File: src/rtl/fir_pkg.sv
// Shared types and constants for the 3-tap FIR datapath and its input pacer.
// The downstream FIR reuses the coefficients; fir_mac is its reference arithmetic.
package fir_pkg;

  typedef logic signed [7:0] sample_t;

  // Depth of the FIR multiply/accumulate pipeline; the pacer gap may not go below it.
  localparam int GAP_MIN = 4;

  localparam sample_t COEF_R1 = 8'sd2;
  localparam sample_t COEF_R2 = -8'sd4;
  localparam sample_t COEF_R3 = 8'sd7;

  typedef enum logic {
    PACER_READY = 1'b0,
    PACER_HOLD  = 1'b1
  } pacer_state_t;

  function automatic int fir_mac(input int x1, input int x2, input int x3);
    return x1 * int'(COEF_R1) + x2 * int'(COEF_R2) + x3 * int'(COEF_R3);
  endfunction

endpackage

File: src/rtl/fir_sample_fifo.sv
// Small sample FIFO for the pacer: extra-MSB pointers, combinational head read.
module fir_sample_fifo
  import fir_pkg::*;
#(
  parameter int DW    = 8,
  parameter int DEPTH = 4
)
(
  input  logic                 clk,
  input  logic                 rst_n,
  input  logic                 wr_en,
  input  logic signed [DW-1:0] wr_data,
  input  logic                 rd_en,
  output logic signed [DW-1:0] rd_data,
  output logic                 full,
  output logic                 empty
);

  localparam int AW = $clog2(DEPTH);
  localparam logic [AW:0] PTR_ONE = (AW+1)'(1);

  logic [AW:0]          wr_ptr;
  logic [AW:0]          rd_ptr;
  logic signed [DW-1:0] mem [DEPTH];
  logic                 do_wr;
  logic                 do_rd;

  assign full    = (wr_ptr[AW] != rd_ptr[AW]) && (wr_ptr[AW-1:0] == rd_ptr[AW-1:0]);
  assign empty   = (wr_ptr == rd_ptr);
  assign rd_data = mem[rd_ptr[AW-1:0]];
  assign do_wr   = wr_en && !full;
  assign do_rd   = rd_en && !empty;

  always_ff @(posedge clk or negedge rst_n) begin
    if (!rst_n) begin
      wr_ptr <= '0;
      rd_ptr <= '0;
    end else begin
      if (do_wr) wr_ptr <= wr_ptr + PTR_ONE;
      if (do_rd) rd_ptr <= rd_ptr + PTR_ONE;
    end
  end

  // Storage needs no reset: an entry is only read after it has been written.
  always_ff @(posedge clk) begin
    if (do_wr) mem[wr_ptr[AW-1:0]] <= wr_data;
  end

endmodule

File: src/rtl/fir_sample_pacer.sv
// Paces buffered samples into the FIR as single-cycle strobes at least GAP cycles apart.
// Optional back-pressure counter bp_cnt is built when FIR_PACER_STATS_EN is defined.
module fir_sample_pacer
  import fir_pkg::*;
#(
  parameter int DW    = 8,
  parameter int DEPTH = 4,
  parameter int GAP   = 10
)
(
  input  logic                 clk,
  input  logic                 rst_n,
  input  logic signed [DW-1:0] s_data,
  input  logic                 s_valid,
  output logic                 s_ready,
  output logic signed [DW-1:0] x,
  output logic                 x_stb
`ifdef FIR_PACER_STATS_EN
  ,
  output logic [15:0]          bp_cnt
`endif
);

  localparam int GAP_EFF = (GAP < GAP_MIN) ? GAP_MIN : GAP;
  localparam int CW      = $clog2(GAP_EFF);
  localparam logic [CW-1:0] GAP_LOAD = CW'(GAP_EFF - 1);
  localparam logic [CW-1:0] GAP_ONE  = CW'(1);

  pacer_state_t         state;
  pacer_state_t         next_state;
  logic [CW-1:0]        gap_cnt;
  logic [CW-1:0]        next_gap;
  logic                 pop;
  logic                 push;
  logic                 fifo_full;
  logic                 fifo_empty;
  logic signed [DW-1:0] head;

  assign s_ready = rst_n && !fifo_full;
  assign push    = s_valid && s_ready;

  fir_sample_fifo #(
    .DW    (DW),
    .DEPTH (DEPTH)
  ) u_fifo (
    .clk     (clk),
    .rst_n   (rst_n),
    .wr_en   (push),
    .wr_data (s_data),
    .rd_en   (pop),
    .rd_data (head),
    .full    (fifo_full),
    .empty   (fifo_empty)
  );

  // Leaving HOLD when the count reads 1 puts the next pop exactly GAP edges after the last.
  always_comb begin
    next_state = state;
    next_gap   = gap_cnt;
    pop        = 1'b0;
    case (state)
      PACER_READY: begin
        if (!fifo_empty) begin
          pop        = 1'b1;
          next_gap   = GAP_LOAD;
          next_state = PACER_HOLD;
        end
      end
      PACER_HOLD: begin
        next_gap = gap_cnt - GAP_ONE;
        if (gap_cnt == GAP_ONE) next_state = PACER_READY;
      end
      default: next_state = PACER_READY;
    endcase
  end

  always_ff @(posedge clk or negedge rst_n) begin
    if (!rst_n) begin
      state   <= PACER_READY;
      gap_cnt <= '0;
      x       <= '0;
      x_stb   <= 1'b0;
    end else begin
      state   <= next_state;
      gap_cnt <= next_gap;
      x_stb   <= pop;
      if (pop) x <= head;
    end
  end

`ifdef FIR_PACER_STATS_EN
  always_ff @(posedge clk or negedge rst_n) begin
    if (!rst_n) begin
      bp_cnt <= '0;
    end else if (s_valid && !s_ready && (bp_cnt != 16'hFFFF)) begin
      bp_cnt <= bp_cnt + 16'd1;
    end
  end
`endif

endmodule

File: config.mk
export PLATFORM = sky130hd
export DESIGN_NAME = fir_sample_pacer
export DESIGN_NICKNAME = d
export VERILOG_FILES = /design/src/rtl/fir_pkg.sv /design/src/rtl/fir_sample_fifo.sv /design/src/rtl/fir_sample_pacer.sv
export SDC_FILE = /design/constraint.sdc
export NUM_CORES = 1
export LEC_CHECK = 0
export ABC_AREA = 1
export BUFFER_PORTS_ARGS = -buffer_cell sky130_fd_sc_hd__buf_4
export CAP_MARGIN = 30
export CORE_AREA = 2 2 75 77
export CTS_CLUSTER_DIAMETER = 200
export DETAILED_ROUTE_END_ITERATION = 8
export DIE_AREA = 0 0 77 79
export SYNTH_ARGS = -nofsm -noshare
export SYNTH_HDL_FRONTEND = slang
export SYNTH_SLANG_ARGS = --single-unit
File: constraint.sdc
create_clock -name clk -period 2.42 [get_ports clk]
set_clock_uncertainty 0.05 [all_clocks]
set_input_delay 0.484 -clock clk [delete_from_list [all_inputs] [get_ports clk]]
set_output_delay 0.484 -clock clk [all_outputs]
set_load 0.03 [all_outputs]
==> flow_metrics.env, run 1 <==
export IMPL_worstMarginPinSlew_ns=0.481
export IMPL_synth_fa_ha_area_share_pct=3.74
export IMPL_placed_cells=310
export IMPL_fp_dieW_um=77
export IMPL_hold_viol=0
export IMPL_hpwl_mm=3.00
export IMPL_cts_clk_slew_worst_paths_ns=0.10
export IMPL_dr_wl_met2_mm=1.86
export IMPL_final_min_clock_period_ns=2.16
export IMPL_synth_compound_area_share_pct=3.74
export IMPL_htreeDepth=2
export IMPL_synth_top_family_by_area="simple AND/OR/NAND/NOR gates"
export IMPL_post_route_period_util_pct=89.4
export IMPL_final_cells=319
export IMPL_required_ns=1.89
export IMPL_setup_violations=0
export IMPL_power_density_nw_per_um2=1210
export IMPL_r2r_cells=5
export IMPL_rsz0062_at_grt="no"
export IMPL_top_layer_used="met4"
export IMPL_outcome="finished, final reports clean"
export IMPL_synth_cell_types=25
export IMPL_routed_wl_mm=4.13
export IMPL_yosys_area_share_simple_pct=22.1
export IMPL_ys_ff_latch=52
export IMPL_drv_cap=0
export IMPL_cp_startpoint="u_fifo.rd_ptr[1]"
export IMPL_yosys_area_share_xor_xnor_pct=1.82
export IMPL_drcViolationCount=0
export IMPL_min_path_type="input port to register"
export IMPL_rows=27
export IMPL_die_height_um=79
export IMPL_ys_warn_count=0
export IMPL_cp_end_kind="output pin"
export IMPL_critPathKind="register to output pin"
export IMPL_synthToLayoutAreaGrowth_pct=13.5
export IMPL_grt_ovfl_total=0
export IMPL_grt_max_degree=20
export IMPL_avgSynthCellArea_sq_um=10.7
export IMPL_vias=1526
export IMPL_syn_instance_count=219
export IMPL_cts_resized=0
export IMPL_drt_iter0_markers=106
export IMPL_numCtsBuffers=5
export IMPL_grt_pass1_wl_mm=7.14
export IMPL_core_area_sq_um=5340
export IMPL_cts_path_max_buffers=2
export IMPL_reg2reg_slack_ns=0.68
export IMPL_max_freq_mhz=462
export IMPL_drv_slew=0
export IMPL_drt_first_pass_iters=4
export IMPL_synthesis_area_sq_um=2340
export IMPL_reg2reg_from="u_fifo.rd_ptr[1]"
export IMPL_cp_start_kind="register"
export IMPL_cts_tree="yes"
export IMPL_met1_length_mm=2.02
export IMPL_start_util_pct=43.8
export IMPL_port_buffer_count=20
export IMPL_post_drt_via_cell_ratio=4.78
export IMPL_final_area_sq_um=2660
export IMPL_root_buffer="clkbuf_8"
export IMPL_wl_met3_um=192
export IMPL_ant_nets=0
export IMPL_synth_fp_nets=237
export IMPL_endpoint="s_ready"
export IMPL_ys_seq_area_share_pct=62.5
export IMPL_routedWlPerCell_um=12.9
export IMPL_arrival_ns=1.63
export IMPL_slew_headroom_pct=67.9
export IMPL_antenna_found_initial=0
export IMPL_cts_setup_buffers=0
export IMPL_top_level_ports=21
export IMPL_r2r_end="u_fifo.mem[3][1]"
export IMPL_die_area_sq_um=6080
export IMPL_gp_congestion=0.759
export IMPL_clock_latency_ns=0.31
export IMPL_synthMuxAreaShare_pct=0
export IMPL_drive_above_1_share_pct=18.6
export IMPL_first_global_vias=1494
export IMPL_dpl_instance_area_sq_um=2550
export IMPL_track_usage_pct=15.2
export IMPL_cts_sinks=52
export IMPL_cellLeakagePower_nw=1.18
export IMPL_diodes=0
export IMPL_vdd_ir_drop_worst_v=0.000398
export IMPL_critPathMaxFanout=12
export IMPL_fin_tns_setup_ns=0
export IMPL_finish_net_count=264
## routing by layer
metal,vias up,track usage (%)
li1,767,-
met5,-,0
met1,713,21.0
met4,0,5.89
met2,41,23.2
met3,5,3.98
## worst min-delay path by stage
stage / cells past startpoint / to / from
3_5_place_dp: 1 / u_fifo.wr_ptr[0] / rst_n
4_1_cts: 1 / u_fifo.mem[2][2] / s_data[2]
6_report: 1 / u_fifo.mem[2][2] / s_data[2]
3_3_place_gp: 1 / u_fifo.wr_ptr[1] / rst_n
5_1_grt: 1 / u_fifo.mem[2][2] / s_data[2]
2_1_floorplan: 0 / gap_cnt[0] / rst_n
## per-stage QoR
| step | power, mW | hold slack (ns) | util (%) | setup slack [ns] |
|---|---|---|---|---|
| final | 3.20 | 0.317 | 49.7 | 0.256 |
| after global routing | 3.47 | 0.302 | 49.7 | 0.136 |
| after CTS | 3.24 | 0.308 | 49.7 | 0.223 |
| after detailed placement | 2.70 | 0.259 | 47.7 | 0.583 |
| after global placement | 2.67 | 0.258 | 47.7 | 0.614 |
| after floorplan | 2.42 | 0.138 | - | 0.731 |
## worst max-delay path: stages (launching register included)
cell	delay (ns)
dfrtp_1	0.55
xnor2_2	0.33
nand3_2	0.16
nand2_1	0.09
inv_1	0.04
buf_4	0.15
## logic make-up (layout without fill, tap and decap cells)
kind of cell,count (synthesis),count (layout)
AO/OA/AOI/OAI,17,17
XOR/XNOR,4,4
adder cells (fa/ha/maj),7,7
buffers and inverters,23,51
flip-flops,52,52
AND/OR/NAND/NOR,116,116
## flip-flops by register name (all words and copies together) (netlist names)
| signal | count |
|---|---|
| x | 8 |
| state | 1 |
| u_fifo.rd_ptr | 3 |
| x_stb | 1 |
| u_fifo.wr_ptr | 3 |
| u_fifo.mem | 32 |
| gap_cnt | 4 |
## repair_timing
item	CTS	global route
setup endpoints to repair	0	0
endpoints found under the hold margin	2	0
hold buffers	1	0
## synthesized netlist by cell type
cell type / instances / area (sq um)
nor2_1: 41 / 154
buf_2: 2 / 10.0
inv_2: 1 / 3.75
nand3_2: 2 / 20.0
nand2_2: 2 / 12.5
xor2_1: 3 / 26.3
buf_6: 3 / 33.8
o21ai_0: 10 / 50.1
buf_12: 1 / 20.0
dfrtp_1: 20 / 500
nand4_1: 4 / 25.0
edfxtp_1: 32 / 961
nand2_4: 3 / 33.8
nand2_1: 49 / 184
o21ai_1: 6 / 30.0
ha_1: 7 / 87.6
inv_1: 14 / 52.6
o21bai_1: 1 / 7.51
clkbuf_8: 1 / 13.8
nand3_4: 1 / 17.5
inv_6: 1 / 8.76
nor3_1: 1 / 5.00
or2_2: 1 / 6.26
nand3_1: 12 / 60.1
xnor2_2: 1 / 16.3
## where the power goes
group | leakage, nW | switching (mW) | internal (mW)
Combinational | 0.597 | 0.849 | 0.482
Clock | 0.0511 | 0.315 | 0.219
Sequential | 0.536 | 0.172 | 1.17
Total | 1.18 | 1.34 | 1.87
## area by class of cell
type / count / area [sq um]
Sequential cell: 52 / 1460
Tap cell: 72 / 90.1
Clock buffer: 5 / 68.8
Clock inverter: 3 / 28.8
Multi-Input combinational cell: 144 / 736
Inverter: 16 / 65.1
Timing Repair Buffer: 27 / 205
Fill cell: 517 / 2680
## cell usage in the layout, fill, tap and decap left out, types with 2 or more instances in the layout
master and instances:
ha_1 7, buf_4 26, nand3_1 12, o21ai_1 6, nor2_1 41, nand2_4 3
inv_6 3, o21ai_0 10, xor2_1 3, nand4_1 4, nand3_2 2, nand2_2 2
dfrtp_1 20, inv_1 14, nand2_1 49, edfxtp_1 32, clkbuf_8 5
Power figures use the tool's default switching activity.
==> run 2, diff against run 1 <==
clock period = 2.6 ns   (was 2.42 ns; I/O delays follow)
==> flow_metrics.env, run 2 (synthesis results as in run 1) <==
export IMPL_outcome="finished, final reports clean"
export IMPL_r2r_cells=7
export IMPL_whs_path_depth=1
export IMPL_drv_slew=0
export IMPL_vias=1469
export IMPL_p_sw_mw=1.19
export IMPL_cts_resized=0
export IMPL_grt_max_degree=19
export IMPL_track_usage_pct=14.8
export IMPL_reg2reg_slack_ns=0.59
export IMPL_final_cells=319
export IMPL_routed_wl_mm=3.99
export IMPL_start_util_pct=43.8
export IMPL_hpwl_mm=2.85
export IMPL_drive_above_1_share_pct=17.4
export IMPL_htreeDepth=2
export IMPL_drt_first_pass_iters=4
export IMPL_post_route_period_util_pct=86.1
export IMPL_die_area_sq_um=6080
export IMPL_gp_congestion=0.741
export IMPL_cp_end_kind="output pin"
export IMPL_ant_nets=0
export IMPL_clkPwrFrac_pct=14.8
export IMPL_top_level_ports=21
export IMPL_numCtsBuffers=5
export IMPL_grt_pass1_wl_mm=6.86
export IMPL_synthToLayoutAreaGrowth_pct=12.7
export IMPL_grt_ovfl_total=0
export IMPL_drt_iter0_markers=110
export IMPL_routedWlPerCell_um=12.5
export IMPL_min_path_type="input port to register"
export IMPL_drcViolationCount=0
export IMPL_hold_buffers=1
export IMPL_power_density_nw_per_um2=1100
export IMPL_hold_viol=0
export IMPL_die_height_um=79
export IMPL_cts_setup_buffers=0
export IMPL_required_ns=2.03
export IMPL_p_int_mw=1.72
export IMPL_fp_dieW_um=77
export IMPL_placed_cells=310
export IMPL_min_to="u_fifo.mem[2][3]"
export IMPL_r2r_end="u_fifo.mem[0][3]"
export IMPL_critPathKind="register to output pin"
export IMPL_cts_clk_slew_worst_paths_ns=0.08
export IMPL_first_global_vias=1443
export IMPL_critPathMaxFanout=12
export IMPL_p_sw_share_pct=40.9
export IMPL_cts_tree="yes"
export IMPL_antenna_found_initial=0
export IMPL_root_buffer="clkbuf_8"
export IMPL_vdd_ir_drop_worst_v=0.000430
export IMPL_port_buffer_count=20
export IMPL_rsz0062_at_grt="no"
export IMPL_final_min_clock_period_ns=2.24
export IMPL_drv_cap=0
export IMPL_combPwrFrac_pct=42.0
export IMPL_final_cell_mix="49 x nand2_1, 41 x nor2_1, 32 x edfxtp_1, 26 x buf_4, 20 x dfrtp_1"
export IMPL_worstMarginPinSlew_ns=0.484
export IMPL_finish_net_count=264
export IMPL_fin_hold_ws_ns=0.371
export IMPL_reg2reg_from="u_fifo.rd_ptr[0]"
export IMPL_fin_tns_setup_ns=0
export IMPL_cellLeakagePower_nw=1.17
export IMPL_post_drt_via_cell_ratio=4.61
export IMPL_seqPwrFrac_pct=43.2
export IMPL_rows=27
export IMPL_slew_headroom_pct=67.7
export IMPL_min_delay_start="s_data[3]"
export IMPL_core_area_sq_um=5340
export IMPL_clock_latency_ns=0.30
export IMPL_final_common_cell="nand2_1"
export IMPL_arrival_ns=1.67
export IMPL_largest_reg_flops=32
export IMPL_num_fill_cells=511
export IMPL_cp_start_kind="register"
export IMPL_max_freq_mhz=447
export IMPL_diodes=0
export IMPL_setup_violations=0
export IMPL_cts_path_max_buffers=2
export IMPL_cts_sinks=52
## run 2: cell types whose count changed in the layout (fill, tap and decap cells not counted)
cell / previous run / this run
inv_6: 3 / 1
clkinv_1: 0 / 1
inv_8: 1 / 0
clkbuf_1: 0 / 2
## run 2: how the worst max path moves through the flow
stage	startpoint	to	cells after the start
global placement	u_fifo.rd_ptr[0]	u_fifo.mem[0][1]	7
global route	u_fifo.rd_ptr[1]	s_ready	5
detailed placement	u_fifo.rd_ptr[0]	u_fifo.mem[0][0]	7
CTS	u_fifo.rd_ptr[1]	s_ready	5
floorplan	u_fifo.wr_ptr[0]	u_fifo.mem[0][0]	6
finish	u_fifo.rd_ptr[1]	s_ready	5
## run 2: final cells by class
cell class	count	area (sq um)	area share [%]
clock buffer	7	76.3	2.89
timing repair buffer	27	205	7.78
sequential	52	1460	55.4
clock inverter	1	3.75	0.142
multi-input combinational	144	736	27.9
tap	72	90.1	3.42
inverter	16	65.1	2.47
## run 2: through the flow
| step | setup slack [ns] | util, % | instance area (sq um) | total power [mW] |
|---|---|---|---|---|
| 6_report | 0.361 | 49.4 | 2640 | 2.91 |
| 4_1_cts | 0.331 | 49.4 | 2640 | 2.95 |
| 3_3_place_gp | 0.662 | 47.7 | 2550 | 2.49 |
| 3_5_place_dp | 0.608 | 47.7 | 2550 | 2.51 |
| 5_1_grt | 0.211 | 49.4 | 2640 | 3.17 |
| 2_1_floorplan | 0.911 | - | 2340 | 2.25 |
## run 2: layer usage
metal | global-route usage (%) | vias to the layer above | share of wire (%)
li1 | - | 768 | -
met5 | 0 | - | 0
met3 | 3.52 | 4 | 3.2
met2 | 24.2 | 25 | 47
met4 | 5.89 | 0 | 1.7
met1 | 19.1 | 672 | 48
## run 2: power by group through the flow
stage | clock (mW) | combinational (mW) | sequential, mW
3_5_place_dp | 0 | 1.23 | 1.28
6_report | 0.429 | 1.22 | 1.26
4_1_cts | 0.447 | 1.24 | 1.26
5_1_grt | 0.481 | 1.40 | 1.29
2_1_floorplan | 0 | 0.912 | 1.34
3_3_place_gp | 0 | 1.22 | 1.27
## run 2: critical path: stages, from the launching register on
cell and delay, ns:
dfrtp_1 0.55, xnor2_2 0.36, nand3_2 0.17, nand2_1 0.09
inv_1 0.04, buf_4 0.15
==> run 3, diff against run 2 <==
clock period = 2.86 ns   (was 2.6 ns; I/O delays follow)
==> flow_metrics.env, run 3 (synthesis results as in run 1) <==
export IMPL_outcome="finished, final reports clean"
export IMPL_port_buffer_count=20
export IMPL_cts_setup_buffers=0
export IMPL_clock_latency_ns=0.30
export IMPL_numCtsBuffers=5
export IMPL_critPathKind="register to output pin"
export IMPL_cp_top_family="flip-flops"
export IMPL_cts_sinks=52
export IMPL_die_height_um=79
export IMPL_routed_wl_mm=4.46
export IMPL_cts_resized=0
export IMPL_clkPwrFrac_pct=16.5
export IMPL_p_sw_share_pct=42.0
export IMPL_post_drt_via_cell_ratio=4.77
export IMPL_path_cells="xnor2_2 > nand3_2 > nand2_1 > inv_1 > buf_4"
export IMPL_worstMarginPinSlew_ns=0.651
export IMPL_gp_congestion=0.771
export IMPL_drive_above_1_share_pct=17.4
export IMPL_antenna_found_initial=0
export IMPL_hold_viol=0
export IMPL_grt_ovfl_total=0
export IMPL_cp_end_kind="output pin"
export IMPL_p_sw_mw=1.14
export IMPL_root_buffer="clkbuf_8"
export IMPL_arrival_ns=1.61
export IMPL_slowest_delay_ns=0.53
export IMPL_vdd_ir_drop_worst_v=0.000475
export IMPL_fp_dieW_um=77
export IMPL_p_int_mw=1.57
export IMPL_seqPwrFrac_pct=41.8
export IMPL_slew_headroom_pct=56.4
export IMPL_htreeDepth=2
export IMPL_slowest_stage="dfrtp_1"
export IMPL_cts_tree="yes"
export IMPL_final_cell_mix="49 x nand2_1, 41 x nor2_1, 32 x edfxtp_1, 22 x buf_4, 20 x dfrtp_1"
export IMPL_cp_buffers_inverters=2
export IMPL_required_ns=2.24
export IMPL_fin_total_pwr_mw=2.71
export IMPL_rows=27
export IMPL_vias=1497
export IMPL_critPathMaxFanout=12
export IMPL_top_level_ports=21
export IMPL_combPwrFrac_pct=41.7
export IMPL_fin_tns_setup_ns=0
export IMPL_hold_buffers=0
export IMPL_synthToLayoutAreaGrowth_pct=11.8
export IMPL_largest_reg_flops=32
export IMPL_drt_first_pass_iters=4
export IMPL_start_util_pct=43.8
export IMPL_hpwl_mm=3.25
export IMPL_first_global_vias=1478
export IMPL_drt_iter0_markers=62
export IMPL_min_path_type="input port to asynchronous set/reset pin"
export IMPL_drcViolationCount=0
export IMPL_post_route_period_util_pct=78.2
export IMPL_die_area_sq_um=6080
export IMPL_final_area_sq_um=2620
export IMPL_drv_cap=0
export IMPL_grt_max_degree=25
export IMPL_final_min_clock_period_ns=2.24
export IMPL_cts_clk_slew_worst_paths_ns=0.10
export IMPL_diodes=0
export IMPL_dpl_instance_area_sq_um=2520
export IMPL_max_freq_mhz=447
export IMPL_core_area_sq_um=5340
export IMPL_finish_net_count=259
export IMPL_drv_slew=0
export IMPL_cts_path_max_buffers=2
export IMPL_cp_start_kind="register"
export IMPL_track_usage_pct=15.9
export IMPL_ant_nets=0
export IMPL_num_fill_cells=515
export IMPL_cellLeakagePower_nw=1.16
export IMPL_final_common_cell="nand2_1"
export IMPL_grt_pass1_wl_mm=7.38
export IMPL_routedWlPerCell_um=14.2
export IMPL_rsz0062_at_grt="no"
export IMPL_power_density_nw_per_um2=1030
export IMPL_setup_violations=0
## run 3: metal layers
| metal | wire length [um] | global-route usage (%) | vias up |
|---|---|---|---|
| met4 | 56 | 4.64 | 0 |
| met1 | 2220 | 22.2 | 693 |
| met2 | 2010 | 24.6 | 33 |
| met5 | 0 | 0 | - |
| met3 | 175 | 4.32 | 6 |
| li1 | - | - | 765 |
## run 3: final timing paths
check                                  from               end  slack (ns)  depth (start not counted)
min in group clk                  s_data[2]  u_fifo.mem[3][2]        0.42                          1
hold / removal                        rst_n              x[4]        0.22                          2
max in group asynchronous             rst_n  u_fifo.wr_ptr[1]        2.32                          2
setup reg to reg           u_fifo.rd_ptr[1]  u_fifo.mem[1][4]        0.81                          4
hold reg to reg                        x[2]              x[2]        0.43                          2
setup / recovery           u_fifo.rd_ptr[1]           s_ready        0.62                          5
## run 3: layout make-up
type	count	area, sq um	share of cell area [%]
Inverter	16	65.1	2.49
Timing Repair Buffer	22	165	6.32
Clock buffer	5	68.8	2.63
Multi-Input combinational cell	144	736	28.1
Tap cell	72	90.1	3.44
Clock inverter	3	28.8	1.10
Sequential cell	52	1460	55.9
## run 3: per-stage QoR
stage | util (%) | setup slack, ns | std cells | hold slack, ns
finish | 49.0 | 0.624 | 314 | 0.216
global route | 49.0 | 0.531 | 314 | 0.224
CTS | 49.0 | 0.581 | 314 | 0.215
detailed placement | 47.2 | 0.780 | 306 | 0.411
global placement | 47.2 | 0.850 | 306 | 0.408
floorplan | - | 1.17 | 219 | 0.226
## run 3: power groups by stage
stage	Combinational, mW	Sequential (mW)	Clock, mW
floorplan	0.829	1.22	0
global placement	1.12	1.15	0
detailed placement	1.14	1.15	0
CTS	1.15	1.13	0.462
global route	1.27	1.16	0.502
finish	1.13	1.13	0.448
## run 3: worst register-to-register path, stage by stage, from the launching register on
cell	delay (ns)
dfrtp_1	0.53
xnor2_2	0.25
nand3_2	0.14
nand3_2	0.17
nor2_1	0.55
